$ cat config.mk
export PLATFORM = sky130hd
export DESIGN_NAME = platform_field_flat
export DESIGN_NICKNAME = d
export VERILOG_FILES = /design/src/rtl/platform_field_pkg.sv /design/src/rtl/platform_field_if.sv /design/src/rtl/platform_field_lfsr16.sv /design/src/rtl/platform_field.sv /design/src/flat_wrapper.sv
export SDC_FILE = /design/constraint.sdc
export NUM_CORES = 1
export LEC_CHECK = 0
export ABC_AREA = 1
export CAP_MARGIN = 10
export CORE_ASPECT_RATIO = 1.5
export CORE_UTILIZATION = 54
export CTS_CLUSTER_DIAMETER = 200
export DETAILED_ROUTE_END_ITERATION = 16
export HOLD_SLACK_MARGIN = 0.08
export PLACE_DENSITY = 0.81
export SLEW_MARGIN = 20
export SYNTH_ARGS = -nofsm -noshare
export SYNTH_HDL_FRONTEND = slang
export SYNTH_SLANG_ARGS = --single-unit
export TNS_END_PERCENT = 30
$ cat constraint.sdc
create_clock -name Clk -period 9.7 [get_ports Clk]
set_input_delay 1.94 -clock Clk [delete_from_list [all_inputs] [get_ports Clk]]
set_output_delay 1.94 -clock Clk [all_outputs]
set_load 0.02 [all_outputs]
$ cat src/rtl/platform_field_pkg.sv
// Shared types and default playfield constants for the platform manager.
package platform_pkg;

  typedef enum logic [1:0] {
    STATIC    = 2'd0,
    MOVING    = 2'd1,
    BREAKABLE = 2'd2
  } plat_kind_t;

  typedef enum logic [1:0] {
    S_IDLE  = 2'd0,
    S_SWEEP = 2'd1,
    S_DONE  = 2'd2
  } sweep_state_t;

  localparam int DEF_N_PLAT    = 8;
  localparam int DEF_W         = 10;
  localparam int DEF_SCREEN_W  = 320;
  localparam int DEF_SCREEN_H  = 480;
  localparam int DEF_PLAT_HALF = 20;
  localparam int DEF_ROW_GAP   = 60;
  localparam int DEF_H_SPEED   = 1;
  localparam int RESET_X_MULT  = 73;

endpackage

$ cat src/rtl/platform_field_if.sv
// Bus between the scroll controller (master) and the platform manager (slave).
interface platform_field_if #(
  parameter int N_PLAT = 8,
  parameter int W      = 10
) ();
  localparam int IW = $clog2(N_PLAT);

  logic [W-1:0]              scroll_dy;
  logic                      break_req;
  logic [IW-1:0]             break_idx;
  logic [N_PLAT-1:0][W-1:0]  plat_x;
  logic [N_PLAT-1:0][W-1:0]  plat_y;
  logic [N_PLAT-1:0][1:0]    plat_kind;
  logic [N_PLAT-1:0]         plat_valid;
  logic                      busy;
  logic                      update_done;
  logic                      overrun;

  modport master (
    output scroll_dy, break_req, break_idx,
    input  plat_x, plat_y, plat_kind, plat_valid, busy, update_done, overrun
  );

  modport slave (
    input  scroll_dy, break_req, break_idx,
    output plat_x, plat_y, plat_kind, plat_valid, busy, update_done, overrun
  );
endinterface

$ cat src/rtl/platform_field_lfsr16.sv
// 16-bit Fibonacci LFSR (x^16+x^14+x^13+x^11+1) that advances only when enabled.
module lfsr16 #(
  parameter logic [15:0] SEED = 16'hACE1
) (
  input  logic        clk,
  input  logic        rst,
  input  logic        i_en,
  output logic [15:0] o_q
);
  logic [15:0] r_q;

  always_ff @(posedge clk or posedge rst) begin
    if (rst)       r_q <= SEED;
    else if (i_en) r_q <= {r_q[14:0], r_q[15] ^ r_q[13] ^ r_q[12] ^ r_q[10]};
  end

  assign o_q = r_q;
endmodule

$ cat src/rtl/platform_field.sv
// Platform manager: once per frame tick, sweeps one platform per clock applying
// horizontal motion, camera scroll and LFSR-driven respawn.
module platform_field
  import platform_pkg::*;
#(
  parameter int          N_PLAT    = DEF_N_PLAT,
  parameter int          W         = DEF_W,
  parameter int          SCREEN_W  = DEF_SCREEN_W,
  parameter int          SCREEN_H  = DEF_SCREEN_H,
  parameter int          PLAT_HALF = DEF_PLAT_HALF,
  parameter int          ROW_GAP   = DEF_ROW_GAP,
  parameter int          H_SPEED   = DEF_H_SPEED,
  parameter logic [15:0] LFSR_SEED = 16'hACE1
) (
  input  logic             Clk,
  input  logic             Reset,
  input  logic             frame_clk,
  platform_field_if.slave  bus
);
  localparam int X_MIN  = PLAT_HALF;
  localparam int X_MAX  = SCREEN_W - 1 - PLAT_HALF;
  localparam int X_SPAN = X_MAX - X_MIN + 1;
  localparam int RBITS  = $clog2(X_SPAN);
  localparam int IW     = $clog2(N_PLAT);

  sweep_state_t      r_state, w_next;
  logic [2:0]        r_sync;
  logic              w_tick, r_pending, w_pending_n, w_overrun, w_start;
  logic [IW-1:0]     r_idx;
  logic [W-1:0]      r_dy;
  logic [W-1:0]      r_x [N_PLAT];
  logic [W-1:0]      r_y [N_PLAT];
  plat_kind_t        r_kind [N_PLAT];
  logic [N_PLAT-1:0] r_valid, r_dir;

  logic [15:0]       w_lfsr;
  logic              w_lfsr_en, w_unused_lfsr;
  logic [W-1:0]      w_cur_x, w_x_n, w_y_n, w_spawn_x;
  logic              w_dir_n, w_respawn, w_brk_ok;
  logic [W:0]        w_ysum;
  logic [RBITS-1:0]  w_r, w_rx;
  plat_kind_t        w_spawn_kind;

  lfsr16 #(.SEED(LFSR_SEED)) u_lfsr (
    .clk  (Clk),
    .rst  (Reset),
    .i_en (w_lfsr_en),
    .o_q  (w_lfsr)
  );
  assign w_unused_lfsr = ^w_lfsr;

  // r_sync[1:0] is the synchroniser; r_sync[2] holds the previous value for edge detect.
  always_ff @(posedge Clk or posedge Reset) begin
    if (Reset) r_sync <= '0;
    else       r_sync <= {r_sync[1:0], frame_clk};
  end
  assign w_tick = r_sync[1] & ~r_sync[2];

  always_comb begin
    w_next      = r_state;
    w_start     = 1'b0;
    w_overrun   = 1'b0;
    w_pending_n = r_pending;
    case (r_state)
      S_IDLE: begin
        if (w_tick || r_pending) begin
          w_next  = S_SWEEP;
          w_start = 1'b1;
        end
      end
      S_SWEEP: if (r_idx == IW'(N_PLAT - 1)) w_next = S_DONE;
      S_DONE:  w_next = S_IDLE;
      default: w_next = S_IDLE;
    endcase
    if (w_tick && r_pending)            w_overrun   = 1'b1;
    else if (w_tick && r_state != S_IDLE) w_pending_n = 1'b1;
    // Leaving IDLE always consumes the pending request.
    if (r_state == S_IDLE)              w_pending_n = 1'b0;
  end

  always_ff @(posedge Clk or posedge Reset) begin
    if (Reset) begin
      r_state   <= S_IDLE;
      r_pending <= 1'b0;
      r_idx     <= '0;
      r_dy      <= '0;
    end else begin
      r_state   <= w_next;
      r_pending <= w_pending_n;
      if (w_start) begin
        r_idx <= '0;
        r_dy  <= bus.scroll_dy;
      end else if (r_state == S_SWEEP) begin
        r_idx <= r_idx + IW'(1);
      end
    end
  end

  always_comb begin
    w_cur_x = r_x[r_idx];
    w_x_n   = w_cur_x;
    w_dir_n = r_dir[r_idx];
    if (r_kind[r_idx] == MOVING) begin
      if (r_dir[r_idx]) begin
        if ({1'b0, w_cur_x} + (W+1)'(H_SPEED) >= (W+1)'(X_MAX)) begin
          w_x_n   = W'(X_MAX);
          w_dir_n = 1'b0;
        end else begin
          w_x_n = w_cur_x + W'(H_SPEED);
        end
      end else begin
        if ({1'b0, w_cur_x} <= (W+1)'(X_MIN + H_SPEED)) begin
          w_x_n   = W'(X_MIN);
          w_dir_n = 1'b1;
        end else begin
          w_x_n = w_cur_x - W'(H_SPEED);
        end
      end
    end

    w_ysum    = {1'b0, r_y[r_idx]} + {1'b0, r_dy};
    w_respawn = w_ysum >= (W+1)'(SCREEN_H);
    w_y_n     = w_respawn ? W'(w_ysum - (W+1)'(SCREEN_H)) : w_ysum[W-1:0];

    w_r       = w_lfsr[RBITS-1:0];
    w_rx      = (w_r >= RBITS'(X_SPAN)) ? w_r - RBITS'(X_SPAN) : w_r;
    w_spawn_x = W'(X_MIN) + W'(w_rx);
    case (w_lfsr[15:14])
      2'b00:   w_spawn_kind = BREAKABLE;
      2'b01:   w_spawn_kind = MOVING;
      default: w_spawn_kind = STATIC;
    endcase

    w_lfsr_en = (r_state == S_SWEEP) && w_respawn;
    w_brk_ok  = bus.break_req && ({1'b0, bus.break_idx} < (IW+1)'(N_PLAT));
  end

  // Break is written first so a same-cycle respawn of that index overrides it.
  always_ff @(posedge Clk or posedge Reset) begin
    if (Reset) begin
      for (int unsigned i = 0; i < N_PLAT; i++) begin
        r_y[i]    <= W'(i * ROW_GAP + ROW_GAP / 2);
        r_x[i]    <= W'(X_MIN + (i * RESET_X_MULT) % X_SPAN);
        r_kind[i] <= (i % 2 == 1) ? MOVING : STATIC;
      end
      r_valid <= '1;
      r_dir   <= '1;
    end else begin
      if (w_brk_ok) r_valid[bus.break_idx] <= 1'b0;
      if (r_state == S_SWEEP) begin
        r_y[r_idx] <= w_y_n;
        if (w_respawn) begin
          r_x[r_idx]     <= w_spawn_x;
          r_kind[r_idx]  <= w_spawn_kind;
          r_valid[r_idx] <= 1'b1;
          r_dir[r_idx]   <= 1'b1;
        end else begin
          r_x[r_idx]   <= w_x_n;
          r_dir[r_idx] <= w_dir_n;
        end
      end
    end
  end

  always_comb begin
    for (int unsigned i = 0; i < N_PLAT; i++) begin
      bus.plat_x[i]    = r_x[i];
      bus.plat_y[i]    = r_y[i];
      bus.plat_kind[i] = r_kind[i];
    end
    bus.plat_valid  = r_valid;
    bus.busy        = (r_state != S_IDLE);
    bus.update_done = (r_state == S_DONE);
    bus.overrun     = w_overrun;
  end
endmodule

$ cat src/flat_wrapper.sv
// flat-port wrapper written by rule: the top's interface ports become plain ports
module platform_field_flat import platform_pkg::*;
#(
  parameter int          N_PLAT    = DEF_N_PLAT,
  parameter int          W         = DEF_W,
  parameter int          SCREEN_W  = DEF_SCREEN_W,
  parameter int          SCREEN_H  = DEF_SCREEN_H,
  parameter int          PLAT_HALF = DEF_PLAT_HALF,
  parameter int          ROW_GAP   = DEF_ROW_GAP,
  parameter int          H_SPEED   = DEF_H_SPEED,
  parameter logic [15:0] LFSR_SEED = 16'hACE1
)
  (Clk, Reset, frame_clk, bus_scroll_dy, bus_break_req, bus_break_idx, bus_plat_x, bus_plat_y, bus_plat_kind, bus_plat_valid, bus_busy, bus_update_done, bus_overrun);
  platform_field_if #(.N_PLAT(N_PLAT), .W(W)) bus_i ();
  input  logic Clk;
  input  logic Reset;
  input  logic frame_clk;
  input wire logic [$bits(bus_i.scroll_dy)-1:0] bus_scroll_dy;
  input wire logic [$bits(bus_i.break_req)-1:0] bus_break_req;
  input wire logic [$bits(bus_i.break_idx)-1:0] bus_break_idx;
  output wire logic [$bits(bus_i.plat_x)-1:0] bus_plat_x;
  output wire logic [$bits(bus_i.plat_y)-1:0] bus_plat_y;
  output wire logic [$bits(bus_i.plat_kind)-1:0] bus_plat_kind;
  output wire logic [$bits(bus_i.plat_valid)-1:0] bus_plat_valid;
  output wire logic [$bits(bus_i.busy)-1:0] bus_busy;
  output wire logic [$bits(bus_i.update_done)-1:0] bus_update_done;
  output wire logic [$bits(bus_i.overrun)-1:0] bus_overrun;
  assign bus_i.scroll_dy = bus_scroll_dy;
  assign bus_i.break_req = bus_break_req;
  assign bus_i.break_idx = bus_break_idx;
  assign bus_plat_x = bus_i.plat_x;
  assign bus_plat_y = bus_i.plat_y;
  assign bus_plat_kind = bus_i.plat_kind;
  assign bus_plat_valid = bus_i.plat_valid;
  assign bus_busy = bus_i.busy;
  assign bus_update_done = bus_i.update_done;
  assign bus_overrun = bus_i.overrun;
  platform_field #(.N_PLAT(N_PLAT), .W(W), .SCREEN_W(SCREEN_W), .SCREEN_H(SCREEN_H), .PLAT_HALF(PLAT_HALF), .ROW_GAP(ROW_GAP), .H_SPEED(H_SPEED), .LFSR_SEED(LFSR_SEED)) u_core (.Clk(Clk), .Reset(Reset), .frame_clk(frame_clk), .bus(bus_i));
endmodule
---- Yosys cells after proc, flatten, opt, wreduce, memory -nomap -nowiden ----
Cells that the tools add are included.
operators by class
  $add $sub $neg .......................... 8
  reduce and logical (&&, ||, !) cells .... 15
  multipliers ............................. 0
  bitwise operators ....................... 10
  mux-type cells .......................... 51
  magnitude comparators ................... 10
  div/mod/pow operators ................... 0
  equality and inequality tests ........... 8
  shifts and indexed selects .............. 0
operators with widths
  cell                     number
  $bwmux W80               3
  $mux W10                 10
  $mux W80                 1
  $bmux W10 S3             2
  $mux W8                  4
  $demux W10 S3            1
  $ge A11 B9 Y1 const B    2
  $bwmux W16               1
  $or A8 B8 Y8             2
  $mux W1                  13
  $add A10 B1 Y11 const B  1
  $add A10 B10 Y11         1
  $add A10 B1 Y10 const B  1
  $add A5 B9 Y10 const A   1
  $le A10 B5 Y1 const B    1
  $mux W2                  5
  $sub A10 B1 Y10 const B  1
  $sub A10 B9 Y10 const B  1
  $ge A9 B9 Y1 const B     1
  $mux W9                  1
  $sub A9 B9 Y9 const B    1
  $and A8 B8 Y8            1
  $bwmux W8                1
  $lt A3 B4 Y1 const B     2
  25 further kinds         44
storage, ports and cells
  memory bits (read-only) ................. 0
  bits in latches ......................... 0
  output and inout port bits .............. 187
  memories kept ........................... 0
  bits in registers ....................... 227
  input port bits ......................... 17
  memory bits (writable) .................. 0

---- Longest topological paths before layout ----
  word-level depth ........................ 11
  depth in mapped cells ................... 28
  mapped depth without buffers ............ 26

---- Modules after synthesis ----
A second synthesis with hierarchy kept.
second synthesis, totals
  cell total of the unflattened synthesis .. 1622
  area, all modules ....................... 12162.9 um2
by module, submodules not included
  module          cells each  area an instance (um2)  instances
  platform_field  1544        11472.3                 1
  lfsr16          78          690.7                   1

---- Worst setup path after synthesis ----
Ideal clock, no wire load.
  path kind ............................... register to register
  start point ............................. reg u_core.r_idx[0]
  end point ............................... reg u_core.r_x, in the netlist u_core.bus.plat_x[24]
  setup slack ............................. 5.749 ns
  stages on the path, launching flop included .. 27
  data required time ...................... 9.583 ns
  arrival ................................. 3.835 ns
  setup time .............................. 0.117 ns
  cells stage by stage .................... dfrtp_1 > buf_6 > inv_6 > buf_6 > nand2_1 > inv_2 > clkbuf_1 > a221oi_1 > nand2_1 > ha_1 > fa_1 > nand3_1 > nand3_1 > nand3_1 > nand3_1 > xor2_1 > inv_1 > ha_1 > nand3_1 > nor2_1 > nor3_1 > nand3_1 > buf_2 > a21oi_1 > o21ai_4 > nand2_1 > nand2_1
on the way
  longest elaborated chain between the ends .. 11
  elaborated cells between the ends (all ways) .. 32
  those cells by class .................... 4 x add/sub; 5 x order compare; 1 x eq/ne; 20 x mux; 1 x bitwise; 1 x reduce/logical
ends and longest elaborated chain
  what                                         RTL line               RTL
  from (decl)                                  platform_field.sv:29   logic [IW-1:0] r_idx;
  from (signal assigned)                       platform_field.sv:94   r_idx <= r_idx + IW'(1);
  $not A3 Y4 (not written as such)             -
  $bmux W10 S3                                 platform_field.sv:100  w_cur_x = r_x[r_idx];
  $mux W10 (not written as such) (2 in a row)  platform_field.sv:100
  $add A10 B1 Y11                              platform_field.sv:105  if ({1'b0, w_cur_x} + (W+1)'(H_SPEED) >= (W+1)'(X_MAX)) begin
  $ge A11 B9 Y1                                platform_field.sv:105
  $mux W10                                     platform_field.sv:105
  $mux W10                                     platform_field.sv:104  if (r_dir[r_idx]) begin
  $mux W10                                     platform_field.sv:103  if (r_kind[r_idx] == MOVING) begin
  $bwmux W80                                   platform_field.sv:158  r_x[r_idx] <= w_x_n;
  $mux W80 (*)                                 platform_field.sv:152  if (w_respawn) begin
  to (signal, indexed assignment)              platform_field.sv:143  r_x[i] <= W'(X_MIN + (i * RESET_X_MULT) % X_SPAN);
  to (signal, indexed assignment)              platform_field.sv:153  r_x[r_idx] <= w_spawn_x;
  to (signal, indexed assignment)              platform_field.sv:158
  to (decl)                                    platform_field.sv:31   logic [W-1:0] r_x [N_PLAT];
Every way passes the cells marked *; elsewhere a longest branch is shown, timed or not. The select of a mux whose other input is x is not followed.
A chain may end at the register's enable or synchronous reset.

---- Final worst setup path ----
  start point ............................. reg u_core.r_idx[1]
  end point ............................... reg u_core.r_x, in the netlist u_core.bus.plat_x[3]
Same word-level chain as after synthesis.

==> summary.txt <==
Synth
  • Seq cells post-synth: between 200 and 250
  • Dominant synthesized flop cell: dfrtp_1
  • Fraction of registers with async set/reset: 100%
  • Synth top area cells: dfrtp_1 (28%), nand2_1 (21%), dfstp_2 (20%)
  • Avg Cell Area, Syn: ~7.5 sq um
  • Sequential area share after synthesis: 47.9%
  • Area leader, netlist: dfrtp_1
  • Yosys warning total: 0
  • Synth Cell Area: ~0.012 sq mm
  • Post-Syn Nets: ~1600
  • Mapped Cells: between 1500 and 2000
  • Post-synth EDFFs: 0
  • Yosys top cell area share: between 20% and 30%
  • Unique masters post-synth: between 40 and 50

Setup path
  • CP Data Arrival Time: roughly 6000 ps
  • Worst Setup EP: u_core.bus.plat_x[3]$_DFFE_PP0P_
  • Critical path required time: slightly above 10000 ps
  • Reg2reg start: u_core.r_idx[1]$_DFFE_PP0P_
  • Worst R2R Path Depth: 28
  • Slowest CP cell: dfrtp_1
  • Worst Path Class, Setup: reg -> reg
  • Worst-case register-to-register setup slack: 4140 ps
  • Crit path top cell by count: nand3_1
  • Critical Path Fanout Max: 41
  • Critical R2R Capture: u_core.bus.plat_x[3]$_DFFE_PP0P_
  • Setup crit end kind: flip-flop
  • Startpoint Class: flip-flop
  • CP peak stage delay: about 700 ps
  • CP startpoint: u_core.r_idx[1]$_DFFE_PP0P_

Timing
  • Final TNS setup: 0 ps
  • Final max-slew violation count: 0
  • Fmax: 180 MHz
  • Clk_skew: between 10 and 15 ps
  • Slew margin rel.: between 20% and 30%
  • Final setup vio count: 0
  • Worst-Margin Slew: roughly 1100 ps
  • Final hold violations: 0
  • Final worst path period share: ~57%
  • Unrepaired setup endpoints after global routing: false
  • Min Tclk post-route: ~5600 ps

Floorplanning
  • Die span in y: about 190 microns
  • Die width: between 100 and 150 microns
  • Cell Rows: 66
  • Die Footprint: approximately 0.023 sq mm
  • # IOs: approximately 200
  • Core area: 0.0218 sq mm
  • Initial Util: 55.5%

CTS
  • Clock slew at reported path FFs: 70 ps
  • CTS tree: done
  • Clock Tree Buf Depth: 3
  • CTS Buf Count: 22
  • CTS root buf: clkbuf_16
  • H-tree levels: 1
  • Post-CTS Setup Inserts: 0
  • Post-CTS sizing: 0
  • Worst-Skew Late Latency: roughly 520 ps
  • Hold buffers post-CTS: 0
  • CTS sink count: about 230

Global routing
  • Total GRT Usage: between 30% and 40%
  • Global route total overflow: 0
  • Layer with the highest usage: met2
  • GRT met2 Usage: about 61%
  • Largest net degree at the start of global routing: 151
  • Grt met3 use: under 10%
  • Vias in the first global route: 11600
  • GR met1 Demand/Resource: between 30% and 40%
  • Global-route wire length before repair: 62.1 mm
  • Antenna violations before repair: 0

Placement
  • Dpl hpwl: ~28 mm
  • Port bufs: 203
  • Area post-placement: 0.0143 sq mm
  • Placer Congestion: about 0.96

Layout
  • Fraction of layout cells with a size suffix above 1: 11.9%
  • Commonest cells after routing, fill and taps aside: nand2_1 (687), clkdlybuf4s50_1 (203), dfrtp_1 (133)
  • Commonest non-fill, non-tap cell in the layout: nand2_1
  • Final Util: 69.2%
  • Post-route design area: roughly 0.015 sq mm
  • Area Growth Syn to Fin: 24.7%
  • Filler cells: roughly 1800
  • Antenna Cells: 0
  • # nets final: 1826

Detailed routing
  • ANT nets after route: 0
  • Drt wl/cell: 19.1 microns
  • Initial DRC count: about 940
  • Vias/cell: 5.71
  • WL final: between 30 and 40 mm
  • DRC viols: 0
  • Total number of vias: around 12000
  • DRT Pass-1 Iters: 5

Outcome
  • Status: complete, no violations

Flow run
  • Number of max-cap violations: 0

Worst hold path
  • Min-delay src: u_core.r_sync[0]$_DFF_PP0_
  • Min-Delay Path Class: reg -> reg
cells by family after synthesis:
group                      synth area share [%]
adders and majority gates                  2.13
xor gates and xnor gates                   1.66
AOI/OAI and AO/OA                          10.8
and+or+nand+nor                            29.5
buffers and inverters                      7.02
DFF                                        47.9
muxes                                     0.931
per-stage QoR:
| stage | std cells | hold slack [ps] | setup slack, ps |
|---|---|---|---|
| final | 2077 | 357 | 4140 |
| after global routing | 2077 | 367 | 3730 |
| after CTS | 2077 | 357 | 4210 |
| after detailed placement | 2037 | 342 | 4270 |
| after global placement | 2037 | 336 | 4470 |
| after floorplan | 1606 | 331 | 1700 |
state kept, by name, summed over array words and instances (netlist names):
register / cells
u_core.r_dy: 10
u_core.r_dir: 8
u_core.r_idx: 3
u_core.r_state: 2
u_core.r_pending: 1
u_core.u_lfsr.o_q: 16
u_core.bus.plat_y: 80
u_core.r_sync: 3
u_core.bus.plat_x: 80
u_core.bus.plat_kind: 16
u_core.bus.plat_valid: 8
worst min path at each step:
stage                                      end  depth (start not counted)
floorplan           u_core.r_sync[1]$_DFF_PP0_                          0
global placement    u_core.r_sync[1]$_DFF_PP0_                          0
detailed placement  u_core.r_sync[1]$_DFF_PP0_                          0
CTS                 u_core.r_sync[1]$_DFF_PP0_                          0
global route        u_core.r_sync[1]$_DFF_PP0_                          0
finish              u_core.r_sync[1]$_DFF_PP0_                          0
area by class of cell:
type | instances | area, sq um | share of cell area (%)
tap | 272 | 340 | 2.26
inverter | 145 | 557 | 3.69
timing repair buffer | 220 | 2160 | 14.3
multi-input combinational | 1173 | 5450 | 36.2
sequential | 227 | 5800 | 38.4
clock inverter | 5 | 77.6 | 0.514
clock buffer | 35 | 701 | 4.64
synth_stat cells (3+ instances only):
library cell and number:
xor2_1 18, o21ai_0 128, inv_1 127, nor2_1 102
a22o_1 8, nor2_2 8, buf_4 6, or2_2 3
mux2_2 10, dfstp_2 94, buf_2 15, a221oi_1 14
xnor2_1 5, nand2_1 687, ha_1 19, buf_6 4
inv_2 11, nand3_1 46, clkbuf_1 36, o21ai_1 10
a21oi_1 33, nand4_1 14, nor3_1 3, a22oi_1 9
o22ai_1 11, dfrtp_1 133, nand2_2 24, clkinv_1 6
o211ai_1 3
critical path, delay by kind of cell (launching register included):
kind,cells,cell delay (ps)
xor+xnor,1,170
fa+ha+maj,3,770
buf+inv,7,1680
simple gates,15,1740
flops,1,700
compound gates,2,320
metal layers:
layer	share of wire [%]	vias to the layer above
met2	50	589
li1	-	5436
met3	7.0	170
met1	36	5665
met4	6.7	0
met5	0	-
Power is not shown: default switching activity piles up to over one toggle a cycle in this logic, so the estimate is an artifact.
